## src/rtl/comparator_1_bit_behavioral_pkg.sv

```systemverilog
// comparator_pkg: shared types and constants for the registered comparator.
//   cmp_result_t  - 3-bit one-hot compare result {lt, gt, eq}
//   CMP_RESET_VAL - idle/reset result (equal)
//   STATS_W       - width of the optional statistics counters
//   sat_inc       - saturating increment for the statistics counters
package comparator_pkg;

  typedef enum logic [2:0] {
    CMP_EQ = 3'b001,
    CMP_GT = 3'b010,
    CMP_LT = 3'b100
  } cmp_result_t;

  localparam cmp_result_t CMP_RESET_VAL = CMP_EQ;

  localparam int unsigned STATS_W = 16;

  function automatic logic [STATS_W-1:0] sat_inc(input logic [STATS_W-1:0] v);
    return (v == '1) ? v : v + STATS_W'(1);
  endfunction

endpackage

```

## src/rtl/comparator_1_bit_behavioral_if.sv

```systemverilog
// comparator_1_bit_behavioral_if: operand/result bundle for the comparator.
//   in_valid, a, b                        - driven by the requester (master)
//   out_valid, a_equals_b, a_greater_b,
//   a_less_b                              - driven by the comparator (slave)
interface comparator_1_bit_behavioral_if #(
  parameter int unsigned WIDTH = 1
);

  logic             in_valid;
  logic [WIDTH-1:0] a;
  logic [WIDTH-1:0] b;
  logic             out_valid;
  logic             a_equals_b;
  logic             a_greater_b;
  logic             a_less_b;

  modport master (
    output in_valid, a, b,
    input  out_valid, a_equals_b, a_greater_b, a_less_b
  );

  modport slave (
    input  in_valid, a, b,
    output out_valid, a_equals_b, a_greater_b, a_less_b
  );

endinterface

```

## src/rtl/comparator_1_bit_behavioral_cmp_core.sv

```systemverilog
// cmp_core: combinational magnitude compare of a against b.
//   a, b   - operands (WIDTH bits)
//   result - one-hot cmp_result_t; SIGNED_CMP=1 treats the MSB as sign
module cmp_core
  import comparator_pkg::*;
#(
  parameter int unsigned WIDTH      = 1,
  parameter bit          SIGNED_CMP = 1'b0
) (
  input  logic [WIDTH-1:0] a,
  input  logic [WIDTH-1:0] b,
  output cmp_result_t      result
);

  always_comb begin
    result = CMP_EQ;
    if (SIGNED_CMP) begin
      if ($signed(a) > $signed(b))      result = CMP_GT;
      else if ($signed(a) < $signed(b)) result = CMP_LT;
    end else begin
      if (a > b)      result = CMP_GT;
      else if (a < b) result = CMP_LT;
    end
  end

endmodule

```

## src/rtl/comparator_1_bit_behavioral.sv

```systemverilog
// comparator_1_bit_behavioral: registered magnitude comparator, 1-cycle latency.
//   clk, rst - rising-edge clock, asynchronous active-high reset
//   bus      - comparator_1_bit_behavioral_if.slave (operands in, flags out)
// Optional statistics (macro COMPARATOR_STATS_EN):
//   stats_clear                   - synchronous clear of all counters
//   eq_count, gt_count, lt_count  - saturating per-result counters
module comparator_1_bit_behavioral
  import comparator_pkg::*;
#(
  parameter int unsigned WIDTH      = 1,
  parameter bit          SIGNED_CMP = 1'b0
) (
  input  logic                         clk,
  input  logic                         rst,
  comparator_1_bit_behavioral_if.slave bus
`ifdef COMPARATOR_STATS_EN
  ,
  input  logic                         stats_clear,
  output logic [STATS_W-1:0]           eq_count,
  output logic [STATS_W-1:0]           gt_count,
  output logic [STATS_W-1:0]           lt_count
`endif
);

  cmp_result_t cmp_res;
  cmp_result_t flags_d, flags_q;
  logic        valid_d, valid_q;

  cmp_core #(
    .WIDTH      (WIDTH),
    .SIGNED_CMP (SIGNED_CMP)
  ) u_cmp_core (
    .a      (bus.a),
    .b      (bus.b),
    .result (cmp_res)
  );

  // Flags hold when no operand is accepted; the mux select keeps X on
  // idle operands away from the registers.
  always_comb begin
    valid_d = bus.in_valid;
    flags_d = flags_q;
    if (bus.in_valid) flags_d = cmp_res;
  end

  always_ff @(posedge clk or posedge rst) begin
    if (rst) begin
      valid_q <= 1'b0;
      flags_q <= CMP_RESET_VAL;
    end else begin
      valid_q <= valid_d;
      flags_q <= flags_d;
    end
  end

  assign bus.out_valid   = valid_q;
  assign bus.a_equals_b  = flags_q[0];
  assign bus.a_greater_b = flags_q[1];
  assign bus.a_less_b    = flags_q[2];

`ifdef COMPARATOR_STATS_EN
  logic [STATS_W-1:0] eq_count_d, eq_count_q;
  logic [STATS_W-1:0] gt_count_d, gt_count_q;
  logic [STATS_W-1:0] lt_count_d, lt_count_q;

  always_comb begin
    eq_count_d = eq_count_q;
    gt_count_d = gt_count_q;
    lt_count_d = lt_count_q;
    if (stats_clear) begin
      eq_count_d = '0;
      gt_count_d = '0;
      lt_count_d = '0;
    end else if (bus.in_valid) begin
      if (cmp_res == CMP_EQ) eq_count_d = sat_inc(eq_count_q);
      if (cmp_res == CMP_GT) gt_count_d = sat_inc(gt_count_q);
      if (cmp_res == CMP_LT) lt_count_d = sat_inc(lt_count_q);
    end
  end

  always_ff @(posedge clk or posedge rst) begin
    if (rst) begin
      eq_count_q <= '0;
      gt_count_q <= '0;
      lt_count_q <= '0;
    end else begin
      eq_count_q <= eq_count_d;
      gt_count_q <= gt_count_d;
      lt_count_q <= lt_count_d;
    end
  end

  assign eq_count = eq_count_q;
  assign gt_count = gt_count_q;
  assign lt_count = lt_count_q;
`endif

endmodule

```

## src/flat_wrapper.sv

```systemverilog
// flat-port wrapper written by rule: the top's interface ports become plain ports
module comparator_1_bit_behavioral_flat import comparator_pkg::*;
#(
  parameter int unsigned WIDTH      = 1,
  parameter bit          SIGNED_CMP = 1'b0
)
  (clk, rst, bus_in_valid, bus_a, bus_b, bus_out_valid, bus_a_equals_b, bus_a_greater_b, bus_a_less_b);
  comparator_1_bit_behavioral_if #(.WIDTH(WIDTH)) bus_i ();
  input  logic clk;
  input  logic rst;
  input wire logic [$bits(bus_i.in_valid)-1:0] bus_in_valid;
  input wire logic [$bits(bus_i.a)-1:0] bus_a;
  input wire logic [$bits(bus_i.b)-1:0] bus_b;
  output wire logic [$bits(bus_i.out_valid)-1:0] bus_out_valid;
  output wire logic [$bits(bus_i.a_equals_b)-1:0] bus_a_equals_b;
  output wire logic [$bits(bus_i.a_greater_b)-1:0] bus_a_greater_b;
  output wire logic [$bits(bus_i.a_less_b)-1:0] bus_a_less_b;
  assign bus_i.in_valid = bus_in_valid;
  assign bus_i.a = bus_a;
  assign bus_i.b = bus_b;
  assign bus_out_valid = bus_i.out_valid;
  assign bus_a_equals_b = bus_i.a_equals_b;
  assign bus_a_greater_b = bus_i.a_greater_b;
  assign bus_a_less_b = bus_i.a_less_b;
  comparator_1_bit_behavioral #(.WIDTH(WIDTH), .SIGNED_CMP(SIGNED_CMP)) u_core (.clk(clk), .rst(rst), .bus(bus_i));
endmodule
```

## config.mk

```make
export PLATFORM = sky130hd
export DESIGN_NAME = comparator_1_bit_behavioral_flat
export DESIGN_NICKNAME = d
export VERILOG_FILES = /design/src/rtl/comparator_1_bit_behavioral_pkg.sv /design/src/rtl/comparator_1_bit_behavioral_if.sv /design/src/rtl/comparator_1_bit_behavioral_cmp_core.sv /design/src/rtl/comparator_1_bit_behavioral.sv /design/src/flat_wrapper.sv
export SDC_FILE = /design/constraint.sdc
export NUM_CORES = 1
export LEC_CHECK = 0
export ABC_CLOCK_PERIOD_IN_PS = 800
export CELL_PAD_IN_SITES_DETAIL_PLACEMENT = 0
export CELL_PAD_IN_SITES_GLOBAL_PLACEMENT = 2
export CORE_AREA = 4 4 41 43
export CTS_CLUSTER_DIAMETER = 60
export DETAILED_ROUTE_END_ITERATION = 16
export DIE_AREA = 0 0 45 47
export GPL_TIMING_DRIVEN = 0
export PLACE_DENSITY = 0.54
export REMOVE_ABC_BUFFERS = 1
export SLEW_MARGIN = 20
export SYNTH_ARGS = -nofsm -noshare
export SYNTH_HDL_FRONTEND = slang
export SYNTH_SLANG_ARGS = --single-unit
export TNS_END_PERCENT = 100
```

## constraint.sdc

```tcl
create_clock -name clk -period 0.8 [get_ports clk]
set_input_delay 0.16 -clock clk [delete_from_list [all_inputs] [get_ports clk]]
set_output_delay 0.16 -clock clk [all_outputs]
set_load 0.02 [all_outputs]
```

==> flow_metrics.py <==
metrics = {
    "status": {
        "status": "finished with violations",
        "failed_checks": "setup timing",
    },
    "power": {
        "ir_worst_vdd_v": 0.000802,
        "power_leakage_nw": 0.151,
        "fin_total_pwr_mw": 0.626,
        "pwr_density_cell_nw_per_um2": 2090,
    },
    "drt": {
        "drc": 0,
        "postRouteWirelength_um": 340,
        "drt_first_iter_violations": 2,
        "dr_total_vias": 128,
        "drtPass1Iterations": 2,
        "route.antenna.remaining_nets": 0,
        "vias_per_cell": 3.28,
        "routedWlPerCell_um": 8.72,
    },
    "synth": {
        "yosysTopAreaCell": "dfrtp_1",
        "synth_area_per_cell_um2": 14.3,
        "netlist.area_leader.share": 0.438,
        "synthDistinctLibCells": 5,
        "synth_area_um2": 171,
        "share_of_the_yosys_chip_area_belonging_to_registers": 0.591,
        "netlist_instances": 12,
        "ys_seq_elements": 4,
        "ys_warn_count": 0,
        "synth_area_leaders": "dfrtp_1, mux2_2, dfstp_2",
    },
    "critical_path": {
        "critical_path.reg2reg.endpoint": "u_core.flags_q[2]$_DFFE_PP0P_",
        "worst-r2r-cell-count": 1,
        "crit_path_max_incr_delay_ns": 0.53,
        "crit_fanout": 2,
        "cp-end-kind": "output port",
        "path_cells": "buf_6",
        "critical-path-slowest-cell": "dfstp_2",
        "worst-endpoint-arrival_ns": 0.87,
        "reg2reg_slack_ns": 0.04,
        "critPathTopFamily": "flip-flops",
        "setup.worst_path.class": "flip-flop to output port",
        "worst-path-buf-inv": 1,
        "worstSetupStartpointType": "flip-flop",
        "worstReg2RegStart": "u_core.flags_q[2]$_DFFE_PP0P_",
        "cp.required_ns": 0.64,
    },
    "clock_network": {
        "cts_tree": "built",
        "insertion_delay_ns": 0.23,
        "ctsRootBufferMaster": "clkbuf_4",
        "cts_num_sinks": 4,
        "cts_buffers": 3,
        "cts.path.max_buffers": 2,
        "clock_tree.htree_level_count": 1,
        "post_cts_hold_buffers": 0,
        "clkTransAtPathRegs_ns": 0.04,
    },
    "timing": {
        "hold_slack_ns": 0.101,
        "post-route-period-util": 1.29,
        "final-max-slew-violation-count": 0,
        "hold_viol": 0,
        "finalClockSkew_ns": 0,
        "fmaxAchievable_mhz": 967,
        "timing.max_slew.rel_slack": 0.887,
        "grt_setup_unrepaired": "true",
        "setup_slack_ns": -0.235,
        "report.final.setup_viol": 4,
        "worst_slew_pin_slew_ns": 0.169,
        "timing.final.crit_period_ns": 1.03,
    },
    "final_layout": {
        "multi_input_comb_area_um2": 58.8,
        "num_antenna_cells": 0,
        "final.fill_count": 147,
        "drive_above_1_share": 0.458,
        "num-nets-final": 32,
        "syn2layout_area_growth_pct": 74.5,
        "regArea_um2": 101,
        "final_core_utilization": 0.230,
        "post_layout_nonfiller_instances": 39,
    },
    "floorplan": {
        "die_area_um2": 2120,
        "fp.dieH_um": 47,
        "core_area_um2": 1300,
        "rows": 13,
        "ios": 9,
        "initial_standard_cell_utilization_of_the_core": 0.132,
        "dieWidth_um": 45,
    },
    "grt": {
        "grt_overflow_total": 0,
        "grt_first_pass_wirelength_um": 572,
        "number_of_antenna_violations_at_the_first_check_in_global_routing": 0,
        "grt_util_all_layers": 0.0460,
        "largest_net_degree_at_the_start_of_global_routing": 5,
        "first_global_vias": 154,
    },
    "placement": {
        "gp_congestion": 0.616,
        "port_buffers": 8,
        "dp_slack_ns": -0.508,
        "dp_cells": 35,
    },
    "hold_path": {
        "hold_class": "primary input to asynchronous set/reset pin",
    },
    "flow_run": {
        "reported_max_cap_violation_count": 0,
    },
}
==> kinds of logic after synthesis <==
logic type | count (synthesis) | share of synthesized area
buffers and inverters | 3 | 0.0657
DFF | 4 | 0.591
adders and majority gates | 2 | 0.146
muxes | 3 | 0.197
==> registers in the layout, summed over array words and instances (netlist names) <==
register / cells
u_core.flags_q: 3
u_core.bus.out_valid: 1
==> report_power, final <==
part / total, mW / switching [mW] / internal [mW]
clock: 0.270 / 0.0827 / 0.187
sequential: 0.241 / 0.0129 / 0.228
combinational: 0.115 / 0.0496 / 0.0651
==> per-layer routing <==
layer / GRT usage / routed length [um]
met1: 0.0390 / 135
met2: 0.0565 / 158
met3: 0.0575 / 46
met4: 0.0351 / 0
met5: 0 / 0
==> how the worst max path moves through the flow <==
stage	slack (ns)	startpoint	to	cells past startpoint
global route	-0.27	u_core.flags_q[0]$_DFFE_PP1P_	bus_a_equals_b	1
CTS	-0.25	u_core.flags_q[0]$_DFFE_PP1P_	bus_a_equals_b	1
detailed placement	-0.51	bus_b	u_core.flags_q[0]$_DFFE_PP1P_	4
global placement	-0.51	bus_b	u_core.flags_q[0]$_DFFE_PP1P_	4
floorplan	-0.03	u_core.flags_q[1]$_DFFE_PP0P_	u_core.flags_q[1]$_DFFE_PP0P_	1
finish	-0.23	u_core.flags_q[0]$_DFFE_PP1P_	bus_a_equals_b	1
==> layout by cell type, fill, tap and decap left out <==
cell type | Yosys | final
buf_6 | 0 | 4
clkbuf_1 | 0 | 1
clkbuf_4 | 0 | 3
clkdlybuf4s15_1 | 0 | 1
clkdlybuf4s50_1 | 0 | 1
dfrtp_1 | 3 | 3
dfstp_2 | 1 | 1
dlygate4sd2_1 | 0 | 2
ha_1 | 2 | 2
inv_1 | 3 | 3
mux2_2 | 3 | 3
==> through the flow <==
stage | setup TNS [ns] | instance area [um^2]
2_1_floorplan | -0.0520 | 171
3_5_place_dp | -2.74 | 270
3_3_place_gp | -2.70 | 270
4_1_cts | -0.603 | 298
6_report | -0.534 | 299
5_1_grt | -0.676 | 299
==> layout make-up <==
class | count | share of cell area
clock buffers | 4 | 0.0879
inverters | 3 | 0.0377
multi-input cells | 5 | 0.197
flip-flops and latches | 4 | 0.339
well taps | 15 | 0.0628
repair buffers | 8 | 0.276
==> synthesized netlist by cell type <==
cell     number
dfstp_2       1
inv_1         3
dfrtp_1       3
mux2_2        3
ha_1          2
==> what timing repair did <==
action                     in CTS  in global routing
buffers inserted                0                  0
setup endpoints to repair       7                  5
resized for setup              27                  1
No activity file was read; power rests on OpenSTA's default activity.
